[src/rtl/pipe_flow_ctrl.sv]
// Central pipeline hazard controller: per-stage WORK/STOP/REFRESH flow codes resolved by priority.
// Optional performance counters are enabled with `define FLOW_CTRL_PERF_EN.

`ifndef FLOW_WIDTH
`define FLOW_WIDTH 2
`endif
`ifndef FLOW_WORK
`define FLOW_WORK 2'b00
`endif
`ifndef FLOW_STOP
`define FLOW_STOP 2'b01
`endif
`ifndef FLOW_REFRESH
`define FLOW_REFRESH 2'b10
`endif
`ifndef REG_ADDR_WIDTH
`define REG_ADDR_WIDTH 5
`endif

module pipe_flow_ctrl #(
    parameter int unsigned LOAD_STALL_CYCLES = 1,
    parameter int unsigned TRAP_FLUSH_CYCLES = 2
) (
    input  logic                       clk,
    input  logic                       rst_n,
    input  logic                       ex_is_load_i,
    input  logic [`REG_ADDR_WIDTH-1:0] ex_rd_addr_i,
    input  logic [`REG_ADDR_WIDTH-1:0] id_rs1_addr_i,
    input  logic [`REG_ADDR_WIDTH-1:0] id_rs2_addr_i,
    input  logic                       id_rs1_used_i,
    input  logic                       id_rs2_used_i,
    input  logic                       ex_redirect_i,
    input  logic                       muldiv_start_i,
    input  logic                       muldiv_done_i,
    input  logic                       mem_busy_i,
    input  logic                       trap_i,
    output logic                       muldiv_kill_o,
    output logic [`FLOW_WIDTH-1:0]     flow_pc_o,
    output logic [`FLOW_WIDTH-1:0]     flow_if_id_o,
    output logic [`FLOW_WIDTH-1:0]     flow_id_ex_o,
    output logic [`FLOW_WIDTH-1:0]     flow_ex_mem_o,
    output logic [`FLOW_WIDTH-1:0]     flow_mem_wb_o,
    output logic [31:0]                perf_stall_o,
    output logic [31:0]                perf_flush_o
);

    typedef enum logic [1:0] {
        ST_RUN     = 2'd0,
        ST_LDSTALL = 2'd1,
        ST_MDWAIT  = 2'd2,
        ST_FLUSH   = 2'd3
    } state_e;

    localparam logic [`FLOW_WIDTH-1:0] W = `FLOW_WORK;
    localparam logic [`FLOW_WIDTH-1:0] S = `FLOW_STOP;
    localparam logic [`FLOW_WIDTH-1:0] R = `FLOW_REFRESH;

    localparam logic [2:0] LD_RELOAD   = 3'(LOAD_STALL_CYCLES - 1);
    localparam logic [2:0] TRAP_RELOAD = 3'(TRAP_FLUSH_CYCLES - 1);

    state_e     state_q, state_d;
    logic [2:0] cnt_q, cnt_d;
    logic       load_use;

    assign load_use = ex_is_load_i && (ex_rd_addr_i != '0) &&
                      ((id_rs1_used_i && (id_rs1_addr_i == ex_rd_addr_i)) ||
                       (id_rs2_used_i && (id_rs2_addr_i == ex_rd_addr_i)));

    // NOTE: state registers use non-blocking assignments so every flop samples pre-edge values.
    always_ff @(posedge clk or negedge rst_n) begin
        if (!rst_n) begin
            state_q <= ST_FLUSH;
            cnt_q   <= '0;
        end else begin
            state_q <= state_d;
            cnt_q   <= cnt_d;
        end
    end

    // NOTE: every output and next-state value gets a default first, so no path infers a latch.
    always_comb begin
        state_d       = state_q;
        cnt_d         = cnt_q;
        muldiv_kill_o = 1'b0;
        {flow_pc_o, flow_if_id_o, flow_id_ex_o, flow_ex_mem_o, flow_mem_wb_o} = {W, W, W, W, W};

        if (!rst_n) begin
            {flow_pc_o, flow_if_id_o, flow_id_ex_o, flow_ex_mem_o, flow_mem_wb_o} = {R, R, R, R, R};
        end else if (trap_i) begin
            {flow_pc_o, flow_if_id_o, flow_id_ex_o, flow_ex_mem_o, flow_mem_wb_o} = {W, R, R, R, W};
            muldiv_kill_o = (state_q == ST_MDWAIT) || muldiv_start_i;
            // The trap cycle itself is the first refresh cycle.
            if (TRAP_FLUSH_CYCLES > 1) begin
                state_d = ST_FLUSH;
                cnt_d   = TRAP_RELOAD;
            end else begin
                state_d = ST_RUN;
                cnt_d   = '0;
            end
        end else if (mem_busy_i) begin
            {flow_pc_o, flow_if_id_o, flow_id_ex_o, flow_ex_mem_o, flow_mem_wb_o} = {S, S, S, S, S};
        end else begin
            unique case (state_q)
                ST_RUN: begin
                    if (ex_redirect_i) begin
                        {flow_pc_o, flow_if_id_o, flow_id_ex_o, flow_ex_mem_o, flow_mem_wb_o} = {W, R, R, W, W};
                    end else if (muldiv_start_i) begin
                        if (!muldiv_done_i) begin
                            {flow_pc_o, flow_if_id_o, flow_id_ex_o, flow_ex_mem_o, flow_mem_wb_o} = {S, S, S, R, W};
                            state_d = ST_MDWAIT;
                        end
                    end else if (load_use) begin
                        {flow_pc_o, flow_if_id_o, flow_id_ex_o, flow_ex_mem_o, flow_mem_wb_o} = {S, S, R, W, W};
                        if (LOAD_STALL_CYCLES > 1) begin
                            state_d = ST_LDSTALL;
                            cnt_d   = LD_RELOAD;
                        end
                    end
                end
                ST_LDSTALL: begin
                    {flow_pc_o, flow_if_id_o, flow_id_ex_o, flow_ex_mem_o, flow_mem_wb_o} = {S, S, R, W, W};
                    if (cnt_q <= 3'd1) begin
                        state_d = ST_RUN;
                        cnt_d   = '0;
                    end else begin
                        cnt_d = cnt_q - 3'd1;
                    end
                end
                ST_MDWAIT: begin
                    if (muldiv_done_i) begin
                        state_d = ST_RUN;
                    end else begin
                        {flow_pc_o, flow_if_id_o, flow_id_ex_o, flow_ex_mem_o, flow_mem_wb_o} = {S, S, S, R, W};
                    end
                end
                ST_FLUSH: begin
                    {flow_pc_o, flow_if_id_o, flow_id_ex_o, flow_ex_mem_o, flow_mem_wb_o} = {W, R, R, R, W};
                    if (cnt_q <= 3'd1) begin
                        state_d = ST_RUN;
                        cnt_d   = '0;
                    end else begin
                        cnt_d = cnt_q - 3'd1;
                    end
                end
                default: begin
                    state_d = ST_RUN;
                    cnt_d   = '0;
                end
            endcase
        end
    end

`ifdef FLOW_CTRL_PERF_EN
    logic [31:0] stall_cnt_q, flush_cnt_q;

    always_ff @(posedge clk or negedge rst_n) begin
        if (!rst_n) begin
            stall_cnt_q <= '0;
            flush_cnt_q <= '0;
        end else begin
            if (flow_pc_o == S) stall_cnt_q <= stall_cnt_q + 32'd1;
            if (trap_i || (ex_redirect_i && !mem_busy_i)) flush_cnt_q <= flush_cnt_q + 32'd1;
        end
    end

    assign perf_stall_o = stall_cnt_q;
    assign perf_flush_o = flush_cnt_q;
`else
    assign perf_stall_o = 32'd0;
    assign perf_flush_o = 32'd0;
`endif

endmodule
[config.mk]
export PLATFORM = sky130hd
export DESIGN_NAME = pipe_flow_ctrl
export DESIGN_NICKNAME = d
export VERILOG_FILES = /design/src/rtl/pipe_flow_ctrl.sv
export SDC_FILE = /design/constraint.sdc
export NUM_CORES = 1
export LEC_CHECK = 0
export ABC_AREA = 1
export BUFFER_PORTS_ARGS = -buffer_cell sky130_fd_sc_hd__buf_2
export CAP_MARGIN = 20
export CELL_PAD_IN_SITES_DETAIL_PLACEMENT = 0
export CELL_PAD_IN_SITES_GLOBAL_PLACEMENT = 1
export CORE_ASPECT_RATIO = 2
export CORE_MARGIN = 5
export CORE_UTILIZATION = 26
export DETAILED_ROUTE_END_ITERATION = 16
export GPL_TIMING_DRIVEN = 0
export HOLD_SLACK_MARGIN = 0.03
export PLACE_DENSITY_LB_ADDON = 0.3
export SYNTH_ARGS = -nofsm -noshare
export SYNTH_HDL_FRONTEND = slang
export SYNTH_SLANG_ARGS = --single-unit
[constraint.sdc]
create_clock -name clk -period 3.2 [get_ports clk]
set_input_delay 0.16 -clock clk [delete_from_list [all_inputs] [get_ports clk]]
set_output_delay 0.16 -clock clk [all_outputs]
set_load 0.02 [all_outputs]
Word level (Yosys, flattened, before mapping)
Cells that the tools add are included.

word-level totals
  output and inout port bits = 75
  register bits after elaboration = 5
  word-level logic and storage cells = 73

operators by class
  $lt $le $gt $ge = 1
  reductions and logical operators = 13
  equality and inequality tests = 11
  mux-type cells = 45
  add/sub/neg operators = 1

operators by type and width
  kind                   count
  $mux W2                32
  $pmux W2 S4            3
  $mux W3                4
  $ne A3 B3 Y1 const B   4
  $pmux W2 S3            2
  $eq A5 B5 Y1           2
  $reduce_and A7 Y1      1
  $reduce_bool A5 Y1     1
  $eq A2 B2 Y1 const B   2
  $logic_and A1 B1 Y1    4
  $mux W1                4
  $reduce_or A4 Y1       1
  $le A3 B1 Y1 const B   1
  $ne A3 B1 Y1 const B   1
  $reduce_and A3 Y1      1
  $sub A3 B1 Y3 const B  1
  $eq A2 B1 Y1 const B   1
  $logic_not A2 Y1       1
  $logic_or A1 B1 Y1     2
  $ne A2 B1 Y1 const B   1
  $reduce_bool A2 Y1     1
  $reduce_or A2 Y1       1

Logic depth before layout (Yosys ltp)
  depth after elaboration = 11
  depth in mapped cells = 10
  depth with buffers taken out = 10

Worst setup path before layout
OpenSTA, ideal clock, no wires.

  path type = register to output
  from = register state_q[0]
  to = output port flow_pc_o[0]
  arrival = 1622 ps
  setup slack = 1418 ps
  cell stages (with the launch flop) = 8
  cells stage by stage = dfstp_2 -> nor2_2 -> nor2_2 -> nand2_1 -> nand3_1 -> nor2_1 -> a21oi_1 -> buf_4

between the ends
  longest elaborated chain between the ends = 5
  elaborated cells between the ends (all ways) = 8
  those cells by class = eq/ne: 3; mux: 4; reduce/logical: 1

RTL lines
  element                               RTL line  RTL
  from (decl)                           61        state_e state_q, state_d;
  from (signal assigned)                75        state_q <= state_d;
  $eq A2 B2 Y1 (tied with other cells)  103       unique case (state_q)
  $pmux W2 S4 *                         103
  $mux W2 *                             100       end else if (mem_busy_i) begin
  $mux W2 *                             89        end else if (trap_i) begin
  $mux W2 *                             87        if (!rst_n) begin
  to (decl)                             38        output logic [`FLOW_WIDTH-1:0] flow_pc_o,

Every way passes the cells marked *; elsewhere a longest branch is shown, timed or not.

Final worst setup path
  from = input port rst_n
  to = output port flow_mem_wb_o[0]

between the ends
  longest elaborated chain between the ends = 1

RTL lines
  element      RTL line  RTL
  from (decl)  25        input logic rst_n,
  $mux W2      87
  to (decl)    42        output logic [`FLOW_WIDTH-1:0] flow_mem_wb_o,

Every way passes these cells.

==> key figures <==
Outcome
  – Status: finished clean

Synthesis
  – Post-Syn Area: 1180 sq um
  – Synth Flop Type: dfrtp_1
  – FF+latch count, synth: 5
  – Post-synthesis sequential area ratio: 10.8%
  – Post-synth EDFFs: 0
  – Netlist cell types: 22
  – Async set-reset flop share out of synthesis: 100%
  – Synth top cells by count: 67 x buf_4, 37 x nand2_1, 27 x inv_1
  – Mapped Cells: 194
  – Synth area leader: buf_4
  – Dominant cells by area after synthesis: buf_4 42%, nand2_1 12%, inv_1 8.6%
  – Ys Warns: 0
  – Synth top area share: between 40% and 50%
  – Avg Cell Area, Syn: 6.11 sq um
  – Top-count cell post-synth: buf_4

Floorplanning
  – Die Y: 105 um
  – Row count: 34
  – Die area: slightly above 6000 sq um
  – Initial Util: 27.0%
  – Core area: 4380 sq um
  – Chip width: 57.7 um
  – I/O Pins: 100

Flow run
  – Max_cap viols: 0

Hold path
  – Worst Hold End: state_q[1]
  – Hold WC Path Type: input pin to flip-flop
  – Min-delay src: trap_i
  – Hold path cells: 3

Route
  – Final ANT Viol Nets: 0
  – Vias per inst: between 3 and 4
  – Metal3 WL: 329 um
  – Wire length per cell: roughly 8.8 um
  – Met1 WL: 851 um
  – Via count: 1220
  – Met2 wire len: between 1500 and 2000 um
  – DRT iter0 DRCs: 14
  – Routed Wire Length: 3100 um
  – First-pass detailed-route iteration total: 4
  – Residual DRC: 0
  – Uppermost routed layer: met4

Placed design
  – GP Congestion: approximately 0.8
  – # port buffers: 35
  – HPWL after detailed placement: approximately 2900 um
  – Post-Place Cells: 346

Final layout
  – Share of layout cells above drive strength 1: 37.4%
  – Area growth from synthesis to layout: 45.1%
  – N_diodes: 0
  – Cell Count, Final, Fillers Out: 351
  – Fin nets: 325

Clocking
  – TritonCTS clock tree: yes
  – Clk root buf: clkbuf_8
  – Clk_lat worst skew: 220 ps
  – Setup Fix Bufs, Post-CTS: 0
  – # H-tree levels: 1
  – Clk slew on worst S/H paths: 30 ps
  – TritonCTS buffer count: 3
  – Max clock buf depth: 2
  – CTS Sinks: 5

Critical path
  – CP endpoint kind: output pin
  – Reg2Reg Setup Slack: 1730 ps
  – Reg2Reg Capture Point: state_q[1]
  – Worst reg-to-reg path cell count: 7
  – Critical path launch point type: input pin
  – Worst path required time: 3040 ps
  – R2R Path Start: cnt_q[0]
  – Critical-path maximum fanout: 8
  – Critical Path AT: 1900 ps
  – Critical path type: input pin to output pin
  – Worst setup startpoint: rst_n

Timing
  – Min Tclk post-route: a little over 2000 ps
  – Fmax: 487 MHz
  – Final period utilization: 64.2%
  – Setup TNS: 0 ps
  – Number of max-slew violations in the final report: 0
  – Fin Clk Skew: between 4 and 5 ps
  – Final setup fails: 0
  – Fin Hold WS: 266 ps
  – Final hold violations: 0
  – Setup repair after global routing missed its margin: no

Global route
  – Largest net degree at the start of global routing: 9
  – Global-route wire length before repair: 5210 um
  – GRT Util Overall: approximately a tenth
  – Vias in the first global route: between 1000 and 1500
  – Antenna violations before repair: 0
  – Total gr overflow: 0

Power
  – Leak Pwr: 1.15 nW
  – Pwr dens: 324 nW/um^2
  – VDD IR max: 401 uV
-- layout make-up --
cell class / instances / area, sq um
Fill cell: 507 / 2660
Multi-Input combinational cell: 157 / 686
Sequential cell: 5 / 128
Timing Repair Buffer: 36 / 185
Tap cell: 54 / 67.6
Clock buffer: 4 / 45.0
Inverter: 28 / 105
Buffer: 67 / 503
-- worst max-delay path, cell delays in order --
cell	delay [ps]
dlygate4sd3_1	530
buf_2	210
inv_1	130
nor2_1	270
inv_1	110
nor2_1	190
buf_4	140
buf_2	150
-- stage by stage --
stage	instance area (sq um)	worst slack [ps]	power (mW)	utilization [%]
final	1720	1140	0.557	39.2
after global routing	1720	982	0.612	39.2
after detailed placement	1660	1440	0.436	38.0
after floorplan	1420	1420	0.368	-
after CTS	1720	1140	0.558	39.2
after global placement	1660	1450	0.434	38.0
-- report_power, final --
group | leakage, nW | total, mW | switching, mW | internal [mW]
combinational | 1.07 | 0.324 | 0.199 | 0.125
clock | 0.0228 | 0.119 | 0.0333 | 0.0857
sequential | 0.0592 | 0.113 | 0.0237 | 0.0895
-- metal layers --
layer,vias to the layer above,GRT usage (%)
met5,-,0
met4,0,2.32
met3,4,2.94
met2,53,22.7
met1,491,7.92
li1,672,-
-- flip-flops by register name, indices dropped and copies added (netlist names) --
register and cells:
cnt_q 3, state_q 2
-- timing repair --
action | CTS | global route
resized for setup | 0 | 0
hold buffers | 1 | 0
hold endpoints to repair | 5 | 0
-- logic make-up (layout without fill, tap and decap cells) --
logic type,count (synthesis),in the layout,synth area share [%]
flip-flops,5,5,10.8
AND/OR/NAND/NOR,76,76,26.5
adder cells (fa/ha/maj),2,2,2.11
XOR/XNOR,1,1,0.739
AO/OA/AOI/OAI,14,14,8.24
buffers and inverters,95,135,51.3
other,1,64,0.316
-- placed cells by master, fill, tap and decap left out, drive strengths merged --
| master | n |
|---|---|
| nand3 | 14 |
| a21oi | 1 |
| nand2 | 37 |
| inv | 28 |
| o21ai | 6 |
| clkbuf | 4 |
| dfstp | 2 |
| nor3 | 1 |
| nand4 | 2 |
| buf | 102 |
| o22ai | 1 |
| dlygate4sd3 | 1 |
| conb | 64 |
| o21a | 1 |
| a31oi | 3 |
| ha | 2 |
| nor2 | 22 |
| o31ai | 1 |
| xor2 | 1 |
| o41ai | 1 |
| dfrtp | 3 |
-- worst max-delay path by stage --
stage | end | slack (ps) | cells past startpoint
after floorplan | flow_pc_o[0] | 1420 | 7
after global placement | flow_pc_o[0] | 1450 | 8
after detailed placement | flow_pc_o[0] | 1440 | 8
after CTS | flow_mem_wb_o[0] | 1140 | 8
after global routing | flow_mem_wb_o[0] | 980 | 8
final | flow_mem_wb_o[0] | 1140 | 8
No activity file was read; power rests on OpenSTA's default activity.
